`src/rtl/pong_game_engine.sv`:
```
// Frame-stepped GuitarPong game-state engine: ball, paddles, scores and match FSM.
// Optional PONG_SPIN_EN: paddle hits set vy from the contact position on the paddle.
module pong_game_engine #(
  parameter int H_RES       = 640,
  parameter int V_RES       = 480,
  parameter int PADDLE_W    = 8,
  parameter int PADDLE_H    = 64,
  parameter int BALL_SIZE   = 8,
  parameter int PADDLE_STEP = 4,
  parameter int SPEED_INIT  = 2,
  parameter int SPEED_MAX   = 8,
  parameter int SERVE_DELAY = 60,
  parameter int WIN_SCORE   = 9,
  parameter int SCORE_W     = 4
) (
  input  logic               iCLK,
  input  logic               iRST_n,
  input  logic               iFRAME_TICK,
  input  logic               iSTART,
  input  logic               pL_moveup,
  input  logic               pL_movedown,
  input  logic               pR_moveup,
  input  logic               pR_movedown,
  output logic [9:0]         oBALL_X,
  output logic [9:0]         oBALL_Y,
  output logic [9:0]         oPADL_Y,
  output logic [9:0]         oPADR_Y,
  output logic [SCORE_W-1:0] oSCORE_L,
  output logic [SCORE_W-1:0] oSCORE_R,
  output logic [2:0]         oSTATE,
  output logic               oHIT,
  output logic               oGAME_OVER
);

  typedef enum logic [2:0] {
    S_IDLE  = 3'd0,
    S_SERVE = 3'd1,
    S_PLAY  = 3'd2,
    S_POINT = 3'd3,
    S_OVER  = 3'd4
  } state_t;

  localparam logic signed [10:0] C_BALL_X0 = 11'((H_RES - BALL_SIZE) / 2);
  localparam logic signed [10:0] C_BALL_Y0 = 11'((V_RES - BALL_SIZE) / 2);
  localparam logic signed [10:0] C_PAD0    = 11'((V_RES - PADDLE_H) / 2);
  localparam logic signed [10:0] C_PAD_MAX = 11'(V_RES - PADDLE_H);
  localparam logic signed [10:0] C_Y_MAX   = 11'(V_RES - BALL_SIZE);
  localparam logic signed [10:0] C_PW      = 11'(PADDLE_W);
  localparam logic signed [10:0] C_PH      = 11'(PADDLE_H);
  localparam logic signed [10:0] C_BS      = 11'(BALL_SIZE);
  localparam logic signed [10:0] C_STEP    = 11'(PADDLE_STEP);
  localparam logic signed [10:0] C_RX_LIM  = 11'(H_RES - PADDLE_W);
  localparam logic signed [10:0] C_RHIT_X  = 11'(H_RES - PADDLE_W - BALL_SIZE);
  localparam logic signed [5:0]  C_SPD0    = 6'(SPEED_INIT);
  localparam logic signed [5:0]  C_SPD_MAX = 6'(SPEED_MAX);
  localparam logic [SCORE_W-1:0] C_WIN     = SCORE_W'(WIN_SCORE);
  localparam int                 CNT_W     = $clog2(SERVE_DELAY + 1);
  localparam logic [CNT_W-1:0]   C_CNT_END = CNT_W'(SERVE_DELAY - 1);

  state_t              r_state;
  logic signed [10:0]  r_ball_x, r_ball_y, r_padl, r_padr;
  logic signed [5:0]   r_vx, r_vy;
  logic [SCORE_W-1:0]  r_score_l, r_score_r;
  logic [CNT_W-1:0]    r_cnt;
  logic                r_serve_left;
  logic                r_hit;

  logic signed [10:0]  w_vx_ext, w_vy_ext, w_nx, w_ny;
  logic signed [10:0]  w_ball_x_play, w_ball_y_play, w_padl_next, w_padr_next;
  logic signed [5:0]   w_vx_abs, w_spd_next, w_vx_play, w_vy_play;
  logic                w_left_evt, w_right_evt, w_left_ovl, w_right_ovl;
  logic                w_hit, w_miss_l, w_miss_r;
  logic [SCORE_W-1:0]  w_score_l_inc, w_score_r_inc;

  function automatic logic signed [10:0] paddle_next(input logic signed [10:0] y,
                                                     input logic up, input logic dn);
    logic signed [10:0] t;
    t = y;
    if (up && !dn)      t = y - C_STEP;
    else if (dn && !up) t = y + C_STEP;
    if (t < 11'sd0)          t = 11'sd0;
    else if (t > C_PAD_MAX)  t = C_PAD_MAX;
    return t;
  endfunction

`ifdef PONG_SPIN_EN
  localparam logic signed [10:0] C_BS_HALF = 11'(BALL_SIZE / 2);
  localparam logic signed [10:0] C_Q1      = 11'(PADDLE_H / 4);
  localparam logic signed [10:0] C_Q2      = 11'(PADDLE_H / 2);
  localparam logic signed [10:0] C_Q3      = 11'((3 * PADDLE_H) / 4);

  // Contact offsets that fall slightly outside the paddle fold into the end quarters.
  function automatic logic signed [5:0] spin_vy(input logic signed [10:0] by,
                                                input logic signed [10:0] py);
    logic signed [10:0] d;
    d = by + C_BS_HALF - py;
    if (d < C_Q1)      return -6'sd2;
    else if (d < C_Q2) return -6'sd1;
    else if (d < C_Q3) return 6'sd1;
    else               return 6'sd2;
  endfunction
`endif

  always_comb begin
    w_padl_next   = paddle_next(r_padl, pL_moveup, pL_movedown);
    w_padr_next   = paddle_next(r_padr, pR_moveup, pR_movedown);
    w_vx_ext      = {{5{r_vx[5]}}, r_vx};
    w_vy_ext      = {{5{r_vy[5]}}, r_vy};
    w_nx          = r_ball_x + w_vx_ext;
    w_ny          = r_ball_y + w_vy_ext;
    w_vx_abs      = r_vx[5] ? -r_vx : r_vx;
    w_spd_next    = (w_vx_abs >= C_SPD_MAX) ? C_SPD_MAX : w_vx_abs + 6'sd1;
    w_score_l_inc = (r_score_l >= C_WIN) ? C_WIN : r_score_l + SCORE_W'(1);
    w_score_r_inc = (r_score_r >= C_WIN) ? C_WIN : r_score_r + SCORE_W'(1);

    w_ball_y_play = w_ny;
    w_vy_play     = r_vy;
    if (w_ny < 11'sd0) begin
      w_ball_y_play = -w_ny;
      w_vy_play     = -r_vy;
    end else if (w_ny > C_Y_MAX) begin
      w_ball_y_play = (C_Y_MAX <<< 1) - w_ny;
      w_vy_play     = -r_vy;
    end

    w_left_ovl  = (r_ball_y + C_BS > r_padl) && (r_ball_y < r_padl + C_PH);
    w_right_ovl = (r_ball_y + C_BS > r_padr) && (r_ball_y < r_padr + C_PH);
    w_left_evt  = r_vx[5] && (w_nx < C_PW);
    w_right_evt = !r_vx[5] && (r_vx != 6'sd0) && (w_nx + C_BS > C_RX_LIM);

    // Paddle handling runs after the wall fold so a corner contact applies both.
    w_ball_x_play = w_nx;
    w_vx_play     = r_vx;
    w_hit         = 1'b0;
    w_miss_l      = 1'b0;
    w_miss_r      = 1'b0;
    if (w_left_evt) begin
      if (w_left_ovl) begin
        w_hit         = 1'b1;
        w_ball_x_play = C_PW;
        w_vx_play     = w_spd_next;
`ifdef PONG_SPIN_EN
        w_vy_play     = spin_vy(r_ball_y, r_padl);
`endif
      end else begin
        w_miss_l = 1'b1;
      end
    end else if (w_right_evt) begin
      if (w_right_ovl) begin
        w_hit         = 1'b1;
        w_ball_x_play = C_RHIT_X;
        w_vx_play     = -w_spd_next;
`ifdef PONG_SPIN_EN
        w_vy_play     = spin_vy(r_ball_y, r_padr);
`endif
      end else begin
        w_miss_r = 1'b1;
      end
    end
  end

  always_ff @(posedge iCLK or negedge iRST_n) begin
    if (!iRST_n) begin
      r_state      <= S_IDLE;
      r_ball_x     <= C_BALL_X0;
      r_ball_y     <= C_BALL_Y0;
      r_padl       <= C_PAD0;
      r_padr       <= C_PAD0;
      r_vx         <= C_SPD0;
      r_vy         <= 6'sd1;
      r_score_l    <= '0;
      r_score_r    <= '0;
      r_cnt        <= '0;
      r_serve_left <= 1'b0;
      r_hit        <= 1'b0;
    end else begin
      r_hit <= 1'b0;
      if (iFRAME_TICK) begin
        if (r_state != S_OVER) begin
          r_padl <= w_padl_next;
          r_padr <= w_padr_next;
        end
        case (r_state)
          S_IDLE, S_OVER: begin
            if (iSTART) begin
              r_score_l    <= '0;
              r_score_r    <= '0;
              r_serve_left <= 1'b0;
              r_state      <= S_SERVE;
            end
          end
          S_SERVE: begin
            r_ball_x <= C_BALL_X0;
            r_ball_y <= C_BALL_Y0;
            r_vx     <= r_serve_left ? -C_SPD0 : C_SPD0;
            r_vy     <= 6'sd1;
            r_state  <= S_PLAY;
          end
          S_PLAY: begin
            if (w_miss_l || w_miss_r) begin
              r_ball_x <= C_BALL_X0;
              r_ball_y <= C_BALL_Y0;
              r_cnt    <= '0;
              // The conceding side receives the next serve.
              r_serve_left <= w_miss_l;
              if (w_miss_l) begin
                r_score_r <= w_score_r_inc;
                r_state   <= (w_score_r_inc == C_WIN) ? S_OVER : S_POINT;
              end else begin
                r_score_l <= w_score_l_inc;
                r_state   <= (w_score_l_inc == C_WIN) ? S_OVER : S_POINT;
              end
            end else begin
              r_ball_x <= w_ball_x_play;
              r_ball_y <= w_ball_y_play;
              r_vx     <= w_vx_play;
              r_vy     <= w_vy_play;
              r_hit    <= w_hit;
            end
          end
          S_POINT: begin
            if (r_cnt == C_CNT_END) begin
              r_state <= S_SERVE;
            end else begin
              r_cnt <= r_cnt + CNT_W'(1);
            end
          end
          default: r_state <= S_IDLE;
        endcase
      end
    end
  end

  assign oBALL_X    = r_ball_x[9:0];
  assign oBALL_Y    = r_ball_y[9:0];
  assign oPADL_Y    = r_padl[9:0];
  assign oPADR_Y    = r_padr[9:0];
  assign oSCORE_L   = r_score_l;
  assign oSCORE_R   = r_score_r;
  assign oSTATE     = r_state;
  assign oHIT       = r_hit;
  assign oGAME_OVER = (r_state == S_OVER);

endmodule
```
`config.mk`:
```
export PLATFORM = sky130hd
export DESIGN_NAME = pong_game_engine
export DESIGN_NICKNAME = d
export VERILOG_FILES = /design/src/rtl/pong_game_engine.sv
export SDC_FILE = /design/constraint.sdc
export NUM_CORES = 1
export LEC_CHECK = 0
export ABC_AREA = 1
export CORE_UTILIZATION = 58
export CTS_BUF_LIST = sky130_fd_sc_hd__clkbuf_8
export DETAILED_ROUTE_END_ITERATION = 16
export GPL_ROUTABILITY_DRIVEN = 0
export GPL_TIMING_DRIVEN = 1
export HOLD_SLACK_MARGIN = 0.05
export MAX_ROUTING_LAYER = met4
export PLACE_DENSITY = 0.85
export SYNTH_ARGS = -nofsm -noshare
export SYNTH_HDL_FRONTEND = slang
export SYNTH_SLANG_ARGS = --single-unit
```
`constraint.sdc`:
```
create_clock -name iCLK -period 3.7 [get_ports iCLK]
set_clock_uncertainty 0.05 [all_clocks]
set_input_delay 0.925 -clock iCLK [delete_from_list [all_inputs] [get_ports iCLK]]
set_output_delay 0.925 -clock iCLK [all_outputs]
set_load 0.005 [all_outputs]
```
==> results.md <==
* Routed wire per std cell at 13.60 um
* Routed wire length at 17,540 um
* Resized Gates After CTS at 0
* Design area at about 8000 um2
* Minimum clock period at 3.256 ns
* Max Cap Viol at 0
* Setup TNS at 0 ns
* Status: completed
* Synth area leaders: dfrtp_1 17%, nand2_1 16%, ha_1 13%
* Row count at 40
* Hold Buf Count CTS at 0
* Area leader, netlist: dfrtp_1
* Crit path cell chain: ha_1 > nand3_1 > nand3b_1 > xor2_1 > ha_1 > and3_1 > nand4_1 > o21ai_0 > nor2_2 > nand3_2 > nand4_2 > nand2_1 > nor2_4 > nand2_2 > nand2_1 > nand2_1
* Final HPWL DP at 13,410 um
* Synth warn at 0
* Crit-path slowest cell: dfstp_2
* Overall Power at roughly 0.0075 W
* Int Power at approximately 0.0034 W
* Reg clk slew, reported paths at 0.08 ns
* EDFF count, synth at 0
* R2r endpoint: r_vy[1]
* Clk_lat worst skew at 0.38 ns
* Top_reg_cell synth: dfrtp_1
* Most common cell in the synthesized netlist: nand2_1
* Crit path arrival time at 3.47 ns
* Comb power frac at 0.721
* Post-synth top area share at 0.1737
* Die area at around 13,000 um2
* Worst Hold End: r_serve_left
* Synth cell count leaders: 312 x nand2_1, 127 x inv_1, 93 x nor2_1
* Die Ht at around 110 um
* Slew margin rel. at 0.4039
* Post-DRT Antenna Nets at 0
* Initial core utilization at 0.6040
* Switching Fraction at 0.5453
* CTS tree: yes
* CP Capture Type: flop
* Vias at 7,028
* IO Pins at around 60
* Initial antenna violation count at 0
* N_diodes at 0
* Share of post-route cells with drive strength above 1 at 0.1078
* Clock power frac at 0.095
* DR vias/cell at 5.448
* Drt first pass iters at 6
* Core Area at 12,160 um2
* Post-Place Cells at 1,275
* Register area share after synthesis at 0.2381
* Type of the tightest min-delay check: reg -> reg
* Input/output buffers at 56
* CTS Buf Count at 9
* Clk root buf: clkbuf_8
* Synth-to-layout area growth at 10.46%
* WHS Path Cells at 2
* R2r worst-path depth at 16
* Vias in the first global route at 6,607
* Lkg Pwr at 4.146 nW
* Crit path max fanout at 13
* Peak supply drop at approximately 0.00042 V
* GRT Util Overall at 0.2931
* Final Slew Violations at 0
* Fmax at 307.1 MHz
* Nets at 1,202
* P_sw at 0.004116 W
* Largest net degree at the start of global routing at 70
* # H-tree levels at 3
* DRC at 0
* Setup slack, reg-to-reg at approximately 0.44 ns
* Post-Place Worst Slack at 0.4866 ns
* DIE WIDTH at 114.5 um
* #FFs+latches synth at around 70
* Tightest Pin Transition at 0.8941 ns
* Worst stage delay on the critical path at 0.62 ns
* Unrepaired setup endpoints after global routing: false
* Final non-filler cell total at 1,290
* CTS max path bufs at 2
* First-pass GRT wire length at a little under 30,000 um
* CP Launch Type: flop
* Fin worst setup slack at 0.4440 ns
* Global route overflow at 0
* Post-Syn Area at 7346 um2
* Initial DRC Count at 430
* Sequential share of power at 0.185
* Worst reg2reg startpoint: r_ball_y[3]
* Final Hold Viols at 0
* Setup violations, final at 0
* Critical Path Most Common Cell: nand2_1
* Setup Crit Path Kind: reg -> reg
* Distinct cell type count of the synthesized netlist at 51
* CP required at ~3.9 ns
* Tcrit/Tclk final at 0.8800
* Post-synthesis async set-or-reset flop share at 1.000
* Placed inst area at 7901 um2
* Syn avg cell area at 6.814 um2
* Hold Startpoint: r_serve_left
* PD cells at 930.1 nW/um2
* Instance count of the mapped netlist at 1,078
* TritonCTS Sinks at approximately 70
* # Post-CTS Setup Buffers at 0
kinds of logic after synthesis:
group	after synthesis	synth area share
other	1	0.0005105
xor gates and xnor gates	38	0.04633
adders and majority gates	76	0.1315
DFF	69	0.2381
AOI/OAI and AO/OA	129	0.1012
and+or+nand+nor	592	0.3766
buffers and inverters	173	0.1058
power groups by stage:
stage                     sequential (W)  clock [W]  combinational, W
after floorplan                  0.00129          0           0.00425
after global placement           0.00139          0           0.00525
after detailed placement         0.00140          0           0.00535
after CTS                        0.00138   0.000715           0.00540
after global routing             0.00143   0.000745           0.00620
final                            0.00139   0.000714           0.00544
final cells by class:
cell class | instances | area [um2]
flip-flops and latches | 69 | 1749
clock buffers | 10 | 137.6
inverters | 138 | 518.0
fillers | 1096 | 4048
repair buffers | 61 | 593.1
well taps | 168 | 210.2
multi-input cells | 839 | 4831
clock inverters | 5 | 75.07
cells in the final DEF, fill, tap and decap left out, types with 5 or more instances in the layout:
| master | n |
|---|---|
| dfrtp_1 | 51 |
| nand2_1 | 312 |
| clkbuf_8 | 10 |
| o21ai_1 | 7 |
| ha_1 | 74 |
| nor3_1 | 10 |
| a21oi_1 | 34 |
| nand3_4 | 5 |
| buf_4 | 5 |
| dfstp_2 | 18 |
| o21ai_2 | 6 |
| xor2_1 | 28 |
| nand3b_1 | 11 |
| inv_2 | 11 |
| nor2_1 | 93 |
| o22ai_1 | 10 |
| nand2_2 | 19 |
| a31oi_1 | 5 |
| clkdlybuf4s50_1 | 55 |
| nand3_2 | 14 |
| nor2_2 | 6 |
| inv_1 | 127 |
| or2_2 | 5 |
| xnor2_1 | 9 |
| o21ai_0 | 48 |
| nand4_1 | 17 |
| nand3_1 | 84 |
flip-flops by register name, indices dropped and copies added, names as in the netlist:
register / flops
r_vy: 6
r_vx: 6
oSCORE_R: 4
r_serve_left: 1
oSCORE_L: 4
r_cnt: 6
oHIT: 1
r_padr: 8
oSTATE: 3
r_padl: 8
r_ball_x: 11
r_ball_y: 11
per-stage QoR:
step             util  hold WS [ns]
4_1_cts        0.6672        0.4335
3_3_place_gp   0.6497        0.4085
3_5_place_dp   0.6497        0.4130
2_1_floorplan       -        0.3922
6_report       0.6672        0.4291
5_1_grt        0.6672        0.4517
worst max-delay path by stage:
stage | start | to | slack [ns] | cells after the start
after global routing | r_ball_y[3] | r_vy[1] | 0.18 | 16
after detailed placement | r_ball_y[3] | r_vy[1] | 0.49 | 16
after floorplan | r_ball_y[3] | r_ball_x[6] | 0.93 | 16
after global placement | r_ball_y[3] | r_vy[5] | 0.61 | 16
after CTS | r_ball_y[3] | r_vy[1] | 0.45 | 16
final | r_ball_y[3] | r_vy[1] | 0.44 | 16
routing by layer:
layer	share of wire	vias to the layer above	track usage
met5	0	-	-
met4	0.026	0	0.1273
met3	0.049	35	0.03970
met1	0.46	3232	0.3613
li1	-	3555	-
met2	0.47	206	0.4808
worst max-delay path, delay by kind of cell, from the launching register on:
| kind | cells | cell delay [ns] |
|---|---|---|
| AO/OA/AOI/OAI | 1 | 0.10 |
| XOR/XNOR | 1 | 0.22 |
| adder cells (fa/ha/maj) | 2 | 0.47 |
| flip-flops | 1 | 0.62 |
| AND/OR/NAND/NOR | 12 | 1.67 |
No activity file was read; power rests on OpenSTA's default activity.
==> patch: new RTL, same flow settings <==
Make the reset (`iRST_n`) synchronous in one clocked block.
--- a/src/rtl/pong_game_engine.sv
+++ b/src/rtl/pong_game_engine.sv
@@ -161,3 +161,3 @@
 
-  always_ff @(posedge iCLK or negedge iRST_n) begin
+  always_ff @(posedge iCLK) begin
     if (!iRST_n) begin
Function: differs if iRST_n is asserted again (counterexample within 4 cycles, from zero or initial values and one cycle with iRST_n low); with iRST_n held inactive, the same outputs for 4 cycles.
==> patch against the original RTL <==
- sequential share of layout area down 4.0 points
- wire length increased by 0.94%
- critical endpoint is now r_ball_x[7]
- first-iteration DRC count increased by 46%
- count of clock-buffer cells in the layout decreased by 1
- critical path depth stayed put
- critical path type unchanged
- worst setup slack lost 0.0037 ns
- area after synthesis down 3.0%
- global-route usage grew 0.40 points
- sequential cell count did not move
- design area shrank 2.8%
Power is left out: it rests on default switching activity, and per cell area and clock period it moved more than threefold.
==> patch: results (changes against the original RTL) <==
{| class="wikitable"
! Metric !! Value
|-
| Total met2 wirelength after detailed routing || 8264 um (was 8211 um)
|-
| Pin count of the biggest net entering global routing || 51 (was 70)
|-
| Multi-input gate count || 862 (was 839)
|-
| Tap cell instance count || 147 (was 168)
|-
| Gate Count Post-Synth || 1126 (was 1078)
|-
| Via density || 5.520 (was 5.448)
|-
| Placed cell area || 7687 um2 (was 7901 um2)
|-
| All-Layer GR Usage || 29.71% (was 29.31%)
|-
| Global Route met1 Usage || 36.08% (was 36.13%)
|-
| # fillers || 1098 (was 1096)
|-
| Met3 wire length || 1012 um (was 853 um)
|-
| Number of distinct standard cells referenced by the synthesized netlist || 47 (was 51)
|-
| Data arrival at the endpoint of the critical path || 3.50 ns (was 3.47 ns)
|-
| Leading cell types by total area after synthesis || sky130_fd_sc_hd__dfxtp_1 19%, sky130_fd_sc_hd__nand2_1 16%, sky130_fd_sc_hd__ha_1 13% (was sky130_fd_sc_hd__dfrtp_1 17%, sky130_fd_sc_hd__nand2_1 16%, sky130_fd_sc_hd__ha_1 13%)
|-
| Met1 layer wirelength in the final routing || 7985 um (was 8019 um)
|-
| Final routed wirelength across all metal layers || 17700 um (was 17540 um)
|-
| Area used by multi-input combinational logic || 4900 um2 (was 4831 um2)
|-
| Run status || completed (unchanged)
|-
| Non-clk invs || 156 (was 138)
|-
| Dpl cells || 1300 (was 1275)
|-
| DP Wirelength || 13590 um (was 13410 um)
|-
| Async S/R FF share, synth || 0% (was 100.0%)
|-
| Proportion of synthesized chip area in sequential cells || 19.40% (was 23.81%)
|-
| Vias after detailed routing || 7264 (was 7028)
|-
| Sequential cell area || 1381 um2 (was 1749 um2)
|-
| Number of nets in the final layout || 1248 (was 1202)
|-
| Via count of the first global-routing pass || 6686 (was 6607)
|-
| DR iter-0 viols || 627 (was 430)
|-
| Worst slack after detailed placement || 0.4559 ns (was 0.4866 ns)
|-
| Crit-path max FO || 14 (was 13)
|-
| Most common flop cell mapped by yosys || sky130_fd_sc_hd__dfxtp_1 (was sky130_fd_sc_hd__dfrtp_1)
|}
## patch: worst paths after layout
check	start	end	slack [ns]	depth (start not counted)
setup / recovery	r_ball_y[4]	r_ball_x[7]	0.44	16
hold / removal	r_cnt[5]	r_cnt[5]	0.42	2
setup reg to reg	r_ball_y[4]	r_ball_x[7]	0.44	16
hold reg to reg	r_cnt[5]	r_cnt[5]	0.42	2
## patch: logic make-up (layout without fill, tap and decap cells)
| group | Yosys count | after routing | share of synthesized area (%) |
|---|---|---|---|
| AOI/OAI and AO/OA | 164 | 164 | 12.26 |
| xor gates and xnor gates | 43 | 43 | 5.710 |
| adders and majority gates | 76 | 76 | 13.56 |
| buffers and inverters | 198 | 238 | 12.03 |
| DFF | 69 | 69 | 19.40 |
| other | 1 | 4 | 0.05266 |
| and+or+nand+nor | 575 | 575 | 36.98 |
## patch: critical path, cell delays in order, from the launching register on
cell	delay [ns]
sky130_fd_sc_hd__dfxtp_1	0.54
sky130_fd_sc_hd__ha_1	0.26
sky130_fd_sc_hd__nand3_1	0.11
sky130_fd_sc_hd__nand3b_1	0.20
sky130_fd_sc_hd__xnor2_1	0.21
sky130_fd_sc_hd__ha_1	0.28
sky130_fd_sc_hd__nand2_1	0.06
sky130_fd_sc_hd__nor2_1	0.04
sky130_fd_sc_hd__nand3_1	0.06
sky130_fd_sc_hd__o22ai_1	0.07
sky130_fd_sc_hd__nor2_1	0.13
sky130_fd_sc_hd__nand3_2	0.22
sky130_fd_sc_hd__nand3_4	0.20
sky130_fd_sc_hd__nand3_4	0.19
sky130_fd_sc_hd__nor2_4	0.30
sky130_fd_sc_hd__nand3_1	0.11
sky130_fd_sc_hd__a21oi_1	0.15
